==> config.mk <==
export PLATFORM = sky130hd
export DESIGN_NAME = dsp_sop2_dot_ctrl_flat
export DESIGN_NICKNAME = d
export VERILOG_FILES = /design/src/rtl/dsp_sop2_dot_ctrl_if.sv /design/src/rtl/dsp_sop2_dot_ctrl.sv /design/src/flat_wrapper.sv
export SDC_FILE = /design/constraint.sdc
export NUM_CORES = 1
export LEC_CHECK = 0
export ABC_AREA = 1
export CORE_AREA = 2 2 126 128
export CTS_CLUSTER_SIZE = 28
export DETAILED_ROUTE_END_ITERATION = 10
export DIE_AREA = 0 0 128 130
export PLACE_DENSITY = 0.8
export SKIP_LAST_GASP = 1
export SLEW_MARGIN = 20
export SYNTH_ARGS = -nofsm -noshare
export SYNTH_HDL_FRONTEND = slang
export SYNTH_SLANG_ARGS = --single-unit
==> constraint.sdc <==
create_clock -name clk -period 2.6 [get_ports clk]
set_input_delay 0.39 -clock clk [delete_from_list [all_inputs] [get_ports clk]]
set_output_delay 0.39 -clock clk [all_outputs]
set_load 0.02 [all_outputs]
==> src/rtl/dsp_sop2_dot_ctrl_if.sv <==
// Handshake and slice-side bundle for the SOP2 dot-product sequencer.
// master = job/operand/result environment, slave = the sequencer.
interface dsp_sop2_dot_ctrl_if #(
    parameter int LEN_W = 8
);
    logic             cmd_valid;
    logic             cmd_ready;
    logic [LEN_W-1:0] cmd_len;
    logic [36:0]      cmd_bias;

    logic             op_valid;
    logic             op_ready;
    logic [17:0]      op_ax;
    logic [17:0]      op_bx;
    logic [18:0]      op_ay;
    logic [18:0]      op_by;

    logic [10:0]      dsp_mode_sigs;
    logic [17:0]      dsp_ax;
    logic [17:0]      dsp_bx;
    logic [18:0]      dsp_ay;
    logic [18:0]      dsp_by;
    logic [36:0]      dsp_chainin;
    logic [36:0]      dsp_resulta;

    logic             res_valid;
    logic             res_ready;
    logic [36:0]      res_data;
    logic             busy;

    modport master (
        output cmd_valid, cmd_len, cmd_bias,
        output op_valid, op_ax, op_bx, op_ay, op_by,
        output dsp_resulta, res_ready,
        input  cmd_ready, op_ready,
        input  dsp_mode_sigs, dsp_ax, dsp_bx, dsp_ay, dsp_by,
        input  dsp_chainin, res_valid, res_data, busy
    );

    modport slave (
        input  cmd_valid, cmd_len, cmd_bias,
        input  op_valid, op_ax, op_bx, op_ay, op_by,
        input  dsp_resulta, res_ready,
        output cmd_ready, op_ready,
        output dsp_mode_sigs, dsp_ax, dsp_bx, dsp_ay, dsp_by,
        output dsp_chainin, res_valid, res_data, busy
    );
endinterface

==> src/rtl/dsp_sop2_dot_ctrl.sv <==
// Streams operand pairs into one SOP2 slice and closes the
// accumulation loop through chainin; returns the 37-bit sum.
module dsp_sop2_dot_ctrl #(
    parameter int          LEN_W     = 8,
    parameter logic [10:0] MODE_SIGS = 11'd0
) (
    input logic clk,
    input logic reset,
    dsp_sop2_dot_ctrl_if.slave io
);

    typedef enum logic [1:0] {
        IDLE,
        STREAM,
        DRAIN,
        HOLD
    } state_t;

    state_t           state;
    logic [LEN_W-1:0] rem;
    logic [36:0]      bias_q;
    logic             first_q;
    logic             sel_bias_q;
    logic             drain_cnt;
    logic             cmd_ready_q;
    logic             op_ready_q;
    logic             res_valid_q;
    logic             busy_q;
    logic [36:0]      res_data_q;
    logic             beat;

    assign beat = io.op_valid & op_ready_q;

    // Bubbles feed zeros so the slice just re-adds chainin.
    assign io.dsp_ax = beat ? io.op_ax : '0;
    assign io.dsp_bx = beat ? io.op_bx : '0;
    assign io.dsp_ay = beat ? io.op_ay : '0;
    assign io.dsp_by = beat ? io.op_by : '0;

    assign io.dsp_chainin = sel_bias_q ? bias_q : io.dsp_resulta;
    assign io.dsp_mode_sigs = MODE_SIGS;

    assign io.cmd_ready = cmd_ready_q;
    assign io.op_ready  = op_ready_q;
    assign io.res_valid = res_valid_q;
    assign io.res_data  = res_data_q;
    assign io.busy      = busy_q;

    always_ff @(posedge clk or negedge reset) begin
        if (!reset) begin
            state       <= IDLE;
            rem         <= '0;
            bias_q      <= '0;
            first_q     <= 1'b0;
            sel_bias_q  <= 1'b0;
            drain_cnt   <= 1'b0;
            cmd_ready_q <= 1'b1;
            op_ready_q  <= 1'b0;
            res_valid_q <= 1'b0;
            busy_q      <= 1'b0;
            res_data_q  <= '0;
        end else begin
            sel_bias_q <= first_q & beat;
            unique case (state)
                IDLE: begin
                    if (io.cmd_valid) begin
                        bias_q      <= io.cmd_bias;
                        rem         <= io.cmd_len;
                        cmd_ready_q <= 1'b0;
                        busy_q      <= 1'b1;
                        if (io.cmd_len == '0) begin
                            state       <= HOLD;
                            res_data_q  <= io.cmd_bias;
                            res_valid_q <= 1'b1;
                        end else begin
                            state      <= STREAM;
                            first_q    <= 1'b1;
                            op_ready_q <= 1'b1;
                        end
                    end
                end
                STREAM: begin
                    if (beat) begin
                        rem     <= rem - LEN_W'(1);
                        first_q <= 1'b0;
                        if (rem == LEN_W'(1)) begin
                            state      <= DRAIN;
                            op_ready_q <= 1'b0;
                            drain_cnt  <= 1'b0;
                        end
                    end
                end
                // Two cycles for the last beat to reach resulta.
                DRAIN: begin
                    if (drain_cnt) begin
                        res_data_q  <= io.dsp_resulta;
                        res_valid_q <= 1'b1;
                        state       <= HOLD;
                    end else begin
                        drain_cnt <= 1'b1;
                    end
                end
                HOLD: begin
                    if (io.res_ready) begin
                        res_valid_q <= 1'b0;
                        cmd_ready_q <= 1'b1;
                        busy_q      <= 1'b0;
                        state       <= IDLE;
                    end
                end
                default: state <= IDLE;
            endcase
        end
    end

endmodule

==> src/flat_wrapper.sv <==
// flat-port wrapper written by rule: the top's interface ports become plain ports
module dsp_sop2_dot_ctrl_flat 
#(
    parameter int          LEN_W     = 8,
    parameter logic [10:0] MODE_SIGS = 11'd0
)
  (clk, reset, io_cmd_valid, io_cmd_len, io_cmd_bias, io_op_valid, io_op_ax, io_op_bx, io_op_ay, io_op_by, io_dsp_resulta, io_res_ready, io_cmd_ready, io_op_ready, io_dsp_mode_sigs, io_dsp_ax, io_dsp_bx, io_dsp_ay, io_dsp_by, io_dsp_chainin, io_res_valid, io_res_data, io_busy);
  dsp_sop2_dot_ctrl_if #(.LEN_W(LEN_W)) io_i ();
  input logic clk;
  input logic reset;
  input wire logic [$bits(io_i.cmd_valid)-1:0] io_cmd_valid;
  input wire logic [$bits(io_i.cmd_len)-1:0] io_cmd_len;
  input wire logic [$bits(io_i.cmd_bias)-1:0] io_cmd_bias;
  input wire logic [$bits(io_i.op_valid)-1:0] io_op_valid;
  input wire logic [$bits(io_i.op_ax)-1:0] io_op_ax;
  input wire logic [$bits(io_i.op_bx)-1:0] io_op_bx;
  input wire logic [$bits(io_i.op_ay)-1:0] io_op_ay;
  input wire logic [$bits(io_i.op_by)-1:0] io_op_by;
  input wire logic [$bits(io_i.dsp_resulta)-1:0] io_dsp_resulta;
  input wire logic [$bits(io_i.res_ready)-1:0] io_res_ready;
  output wire logic [$bits(io_i.cmd_ready)-1:0] io_cmd_ready;
  output wire logic [$bits(io_i.op_ready)-1:0] io_op_ready;
  output wire logic [$bits(io_i.dsp_mode_sigs)-1:0] io_dsp_mode_sigs;
  output wire logic [$bits(io_i.dsp_ax)-1:0] io_dsp_ax;
  output wire logic [$bits(io_i.dsp_bx)-1:0] io_dsp_bx;
  output wire logic [$bits(io_i.dsp_ay)-1:0] io_dsp_ay;
  output wire logic [$bits(io_i.dsp_by)-1:0] io_dsp_by;
  output wire logic [$bits(io_i.dsp_chainin)-1:0] io_dsp_chainin;
  output wire logic [$bits(io_i.res_valid)-1:0] io_res_valid;
  output wire logic [$bits(io_i.res_data)-1:0] io_res_data;
  output wire logic [$bits(io_i.busy)-1:0] io_busy;
  assign io_i.cmd_valid = io_cmd_valid;
  assign io_i.cmd_len = io_cmd_len;
  assign io_i.cmd_bias = io_cmd_bias;
  assign io_i.op_valid = io_op_valid;
  assign io_i.op_ax = io_op_ax;
  assign io_i.op_bx = io_op_bx;
  assign io_i.op_ay = io_op_ay;
  assign io_i.op_by = io_op_by;
  assign io_i.dsp_resulta = io_dsp_resulta;
  assign io_i.res_ready = io_res_ready;
  assign io_cmd_ready = io_i.cmd_ready;
  assign io_op_ready = io_i.op_ready;
  assign io_dsp_mode_sigs = io_i.dsp_mode_sigs;
  assign io_dsp_ax = io_i.dsp_ax;
  assign io_dsp_bx = io_i.dsp_bx;
  assign io_dsp_ay = io_i.dsp_ay;
  assign io_dsp_by = io_i.dsp_by;
  assign io_dsp_chainin = io_i.dsp_chainin;
  assign io_res_valid = io_i.res_valid;
  assign io_res_data = io_i.res_data;
  assign io_busy = io_i.busy;
  dsp_sop2_dot_ctrl #(.LEN_W(LEN_W), .MODE_SIGS(MODE_SIGS)) u_core (.clk(clk), .reset(reset), .io(io_i));
endmodule
==> metrics.txt, run 1 <==
number of buffers created by CTS 9; die width 128 µm; clock tree from TritonCTS yes; Min-Delay Path Class input pin to asynchronous set/reset pin; drt total wl 19100 µm; worst setup path start u_core.sel_bias_q; Yosys reg bits 91; sequential share of the synthesized area 0.419; IO buf count 312; gr ovfl total 0; post-route clock period utilization 0.962; critical path endpoint category output port; GR Util All Layers 0.222; initial antenna violation count 4; Tmin final 2.50 ns; highest-count cells in the layout ignoring fill and taps 310 x clkdlybuf4s50_1, 273 x nand2_1, 127 x inv_1; Worst Skew 0.00517 ns; Max-Cap Viols 0; die height 130 µm; Initial DRC Count 344; final core utilization 0.581; placed instance count 1279; IR drop worst, VDD 0.676 mV; Skew-Pair Late Insertion Delay 0.34 ns; critical path fanouts, max 20; # setup viols final 0; Cell Count, Final, Fillers Out 1298; Yosys cell types 25; area grow syn2layout 64.9%; # Post-CTS Setup Buffers 0; Worst setup SP type register; Placer Congestion 0.850; clock tree buffer depth 2; drt wl/cell 14.7 µm; most common cell after layout, fill and taps aside clkdlybuf4s50_1; Max-slew headroom 0.611; antenna-violating nets left 0; Core ar. 15400 µm²; setup slack at placement 0.236 ns; Fmax 0.400 GHz; Die ar. 16600 µm²; largest net degree at the start of global routing 75; H-tree levels 3; r2r startpoint u_core.state[0]; synth warn 0; Slew Limit Fails 0; DP HPWL 14800 µm; fraction of layout cells with a size suffix above 1 0.0635; Fin. Hold Viols 0; worst r2r path cells 8; global-route wire length before repair 28400 µm; Slew @ Worst Pin 0.583 ns; Worst EP arrival 2.11 ns; vias in the first global route 5449; Worst Slack Setup Final 0.100 ns; Worst-path clk slew 0.06 ns; via/cell ratio 4.60; Post-Syn Area 5430 µm²; RSZ-0062 raised after global routing false; nets 1265; final setup TNS 0 ns; Syn Inst Count 806; DR DRC count 0; Row Count 46; static leakage 4.33 nW; Crit Path Category register to output port; I/O Pins 324; routed via count 5967; Power Density 964 nW/µm²; status completed; DRT Pass-1 Iters 5; Avg Cell Area, Syn 6.74 µm²; clk sink count 91; Hold WS 0.0519 ns; Initial Utilization 0.352; Root Driver clkbuf_16; Req. time, crit path 2.21 ns
## cells in the mapped netlist
library cell	count	area, µm²
nand3_1	11	55.1
nor2_1	94	353
dfrtp_1	90	2250
nand3b_1	1	7.51
buf_6	7	78.8
a21oi_1	4	20.0
nand4_1	1	6.26
inv_2	7	26.3
inv_1	127	477
buf_1	5	18.8
ha_1	6	75.1
nand2_2	1	6.26
nand2_1	276	1040
buf_4	11	82.6
conb_1	1	3.75
o21ai_0	77	385
o21ai_1	20	100
clkbuf_1	21	78.8
a31oi_1	1	6.26
dfstp_2	1	26.3
o21ai_2	30	263
buf_2	9	45.0
nor3_1	3	15.0
o211ai_1	1	7.51
or2_2	1	6.26
## critical path: stages, from the launching register on
cell             delay, ns
dfrtp_4               0.59
buf_4                 0.24
o21ai_0               0.26
clkdlybuf4s50_1       0.67
## per-layer routing
layer	global-route usage	vias to the layer above	part of all wire
met5	0	-	0
met4	0.0892	0	0.023
met3	0.0660	24	0.080
met2	0.382	251	0.50
met1	0.260	2706	0.40
li1	-	2986	-
## power by group
part           switching [mW]  leakage (nW)  internal (mW)
Combinational            2.86          3.09           2.10
Clock                   0.525         0.124          0.645
Sequential              0.390          1.12           2.12
Total                    3.77          4.33           4.86
## state kept, by name, indices dropped and copies added (netlist names)
name	flops
u_core.bias_q	37
u_core.io.cmd_ready	1
u_core.state	2
u_core.io.res_valid	1
u_core.rem	8
u_core.io.res_data	37
u_core.drain_cnt	1
u_core.io.busy	1
u_core.sel_bias_q	1
u_core.first_q	1
u_core.io.op_ready	1
## through the flow
step / total power, mW / area [µm²]
CTS: 8.73 / 8950
global placement: 7.40 / 8690
global route: 9.29 / 8960
finish: 8.64 / 8960
detailed placement: 7.51 / 8690
floorplan: 5.48 / 5470
## repair_timing
item,in CTS,in global routing
hold buffers,0,0
resized for setup,0,1
endpoints found under the setup margin,0,5
## area by class of cell
type	instances	area (µm²)
timing repair buffer	324	3270
multi-input combinational	538	2400
sequential	91	2280
clock buffer	13	240
fill	1413	6470
inverter	134	503
tap	192	240
clock inverter	2	13.8
antenna	4	10.0
## final timing paths
check / endpoint / slack, ns
setup / recovery: io_dsp_chainin[0] / 0.1
hold / removal: u_core.bias_q[12] / 0.05
setup reg to reg: u_core.io.res_data[25] / 0.64
hold reg to reg: u_core.bias_q[7] / 0.48
max in group asynchronous: u_core.bias_q[26] / 1.87
min in group clk: u_core.bias_q[7] / 0.48
## logic make-up (layout without fill, tap and decap cells)
group | Yosys count | in the layout | synth area share
AND/OR/NAND/NOR | 388 | 388 | 0.273
buffers and inverters | 187 | 473 | 0.149
AO/OA/AOI/OAI | 133 | 133 | 0.144
flip-flops | 91 | 91 | 0.419
adder cells (fa/ha/maj) | 6 | 6 | 0.0138
other | 1 | 15 | 0.000690
(Power assumes the default switching activity.)
==> run 2: changes to the inputs <==
--- a/config.mk
+++ b/config.mk
@@ -10,6 +10,7 @@
 export CTS_CLUSTER_SIZE = 28
 export DETAILED_ROUTE_END_ITERATION = 10
 export DIE_AREA = 0 0 128 130
+export GPL_TIMING_DRIVEN = 0
 export PLACE_DENSITY = 0.8
 export SKIP_LAST_GASP = 1
 export SLEW_MARGIN = 20
==> run 2 against run 1 <==
Compared with the run above: die area unchanged; via count rose by 3.6%; power up 4.6%; clock skew increased by 0.0051 ns; non-clock buffer count up 43; utilization rose by 1.8 points; flip-flop and latch count unchanged; final cell count up 3.1%; clock-buffer cell count is 1 lower; largest cell class unchanged.
==> metrics.txt, run 2 (synthesized netlist as in run 1, its figures left out) <==
GR Util All Layers 0.248 (+0.0260); R2R Path End u_core.io.res_data[2]; static leakage 4.96 nW (+14%); Root Driver clkbuf_16; Worst setup SP type input pin; die width 128 µm (unchanged); Crit Path Category input pin to output port; number of buffers created by CTS 9 (unchanged); DP HPWL 16700 µm (+12%); via/cell ratio 4.62 (+0.47%); IR drop worst, VDD 0.381 mV (-44%); worst reg2reg setup slack 0.56 ns (-0.08 ns); most common cell after layout, fill and taps aside nand2_1; Skew-Pair Late Insertion Delay 0.34 ns (about the same); I/O Pins 324 (unchanged); worst setup path start io_op_valid; Initial Utilization 0.352 (unchanged); status completed; Design Power 9.03 mW (+4.6%); # Post-CTS Setup Buffers 0 (unchanged); hold path startpoint u_core.drain_cnt; Initial DRC Count 290 (-16%); gr ovfl total 0 (unchanged); DR DRC count 0 (unchanged); Slew @ Worst Pin 0.519 ns (-0.0646 ns); antenna-violating nets left 0 (unchanged); hold depth 2; DRT Pass-1 Iters 5 (unchanged); initial antenna violation count 0 (-4); clock tree from TritonCTS yes; drt wl/cell 15.8 µm (+7.0%); critical path fanouts, max 10 (-50%); highest-count cells in the layout ignoring fill and taps 276 x nand2_1, 257 x clkdlybuf4s50_1, 127 x inv_1; largest net degree at the start of global routing 61 (-19%); # diodes 0 (-4); worst r2r path cells 6 (-2); Core ar. 15400 µm² (unchanged); global-route wire length before repair 31400 µm (+11%); Worst Skew 0.0103 ns (+0.00515 ns); Die ar. 16600 µm² (unchanged); post-route clock period utilization 0.966 (+0.00410); area grow syn2layout 70.1%; WHS Endpoint u_core.drain_cnt; fraction of layout cells with a size suffix above 1 0.0846 (+0.0211); Power Density 978 nW/µm² (+1.5%); vias in the first global route 6044 (+11%); IO buf count 312 (unchanged); Placer Congestion 0.864 (+1.7%); critical path endpoint category output port; Req. time, crit path 2.21 ns (about the same); Fmax 0.398 GHz (-0.42%); clk sink count 91 (unchanged); Worst-path clk slew 0.07 ns (about the same); Max-Cap Viols 0 (unchanged); Row Count 46 (unchanged); r2r startpoint u_core.state[0]; Max-slew headroom 0.654 (+0.0430); Fin. Hold Viols 0 (unchanged); drt total wl 21100 µm (+10%); H-tree levels 3 (unchanged); nets 1308 (+3.4%); # setup viols final 0 (unchanged); Tmin final 2.51 ns (+0.0107 ns); Slew Limit Fails 0 (unchanged); Worst EP arrival 2.12 ns (about the same); die height 130 µm (unchanged); routed via count 6180 (+3.6%); Hold WS 0.476 ns (+0.424 ns); Min-Delay Path Class register to register; clock tree buffer depth 2 (unchanged)
## run 2: what timing repair did
item                                   4_1_cts  5_1_grt
hold buffers                                 1        0
endpoints found under the hold margin       31        0
setup endpoints to repair                   91       43
resized for setup                           41       36
## run 2: critical path, cell delays in order
cell and delay [ns]:
clkdlybuf4s50_1 0.45, nand2_1 0.17, clkbuf_8 0.24, nor2_1 0.21, clkdlybuf4s50_1 0.65
## run 2: power by group
group | internal [mW] | total, mW | switching (mW)
combinational | 2.18 | 5.21 | 3.03
sequential | 2.11 | 2.48 | 0.369
clock | 0.797 | 1.35 | 0.549
total | 5.09 | 9.03 | 3.95
## run 2: layer usage
metal  GRT usage  routed length, µm  vias to the layer above
li1            -                  -                     3069
met1       0.289               8280                     2816
met2       0.447              10800                      274
met3      0.0582               1580                       21
met4      0.0892                430                        0
met5           0                  0                        -
## run 2: cell type report
type / instances / area (µm²)
plain buffers: 53 / 334
clock buffers: 12 / 256
clock inverters: 4 / 48.8
fillers: 1359 / 6190
inverters: 134 / 503
multi-input cells: 538 / 2380
flip-flops and latches: 91 / 2280
well taps: 192 / 240
repair buffers: 314 / 3190
## run 2: how the worst max path moves through the flow
stage	end	slack, ns
after floorplan	io_dsp_ax[0]	0.87
after global routing	io_dsp_bx[17]	-0.02
after global placement	u_core.io.res_data[0]	-2.29
after detailed placement	io_dsp_ay[12]	-0.61
after CTS	io_dsp_chainin[25]	-0.02
final	io_dsp_bx[17]	0.09
## run 2: per-stage QoR
step	setup WS [ns]	std cells	cell area [µm²]	TNS [ns]	util
floorplan	0.868	816	5470	0	-
global placement	-2.29	1320	8830	-226.96	0.573
detailed placement	-0.608	1321	8860	-22.09	0.574
CTS	-0.0160	1338	9160	-0.0265	0.594
global route	-0.0150	1338	9240	-0.0150	0.599
finish	0.0893	1338	9240	0	0.599
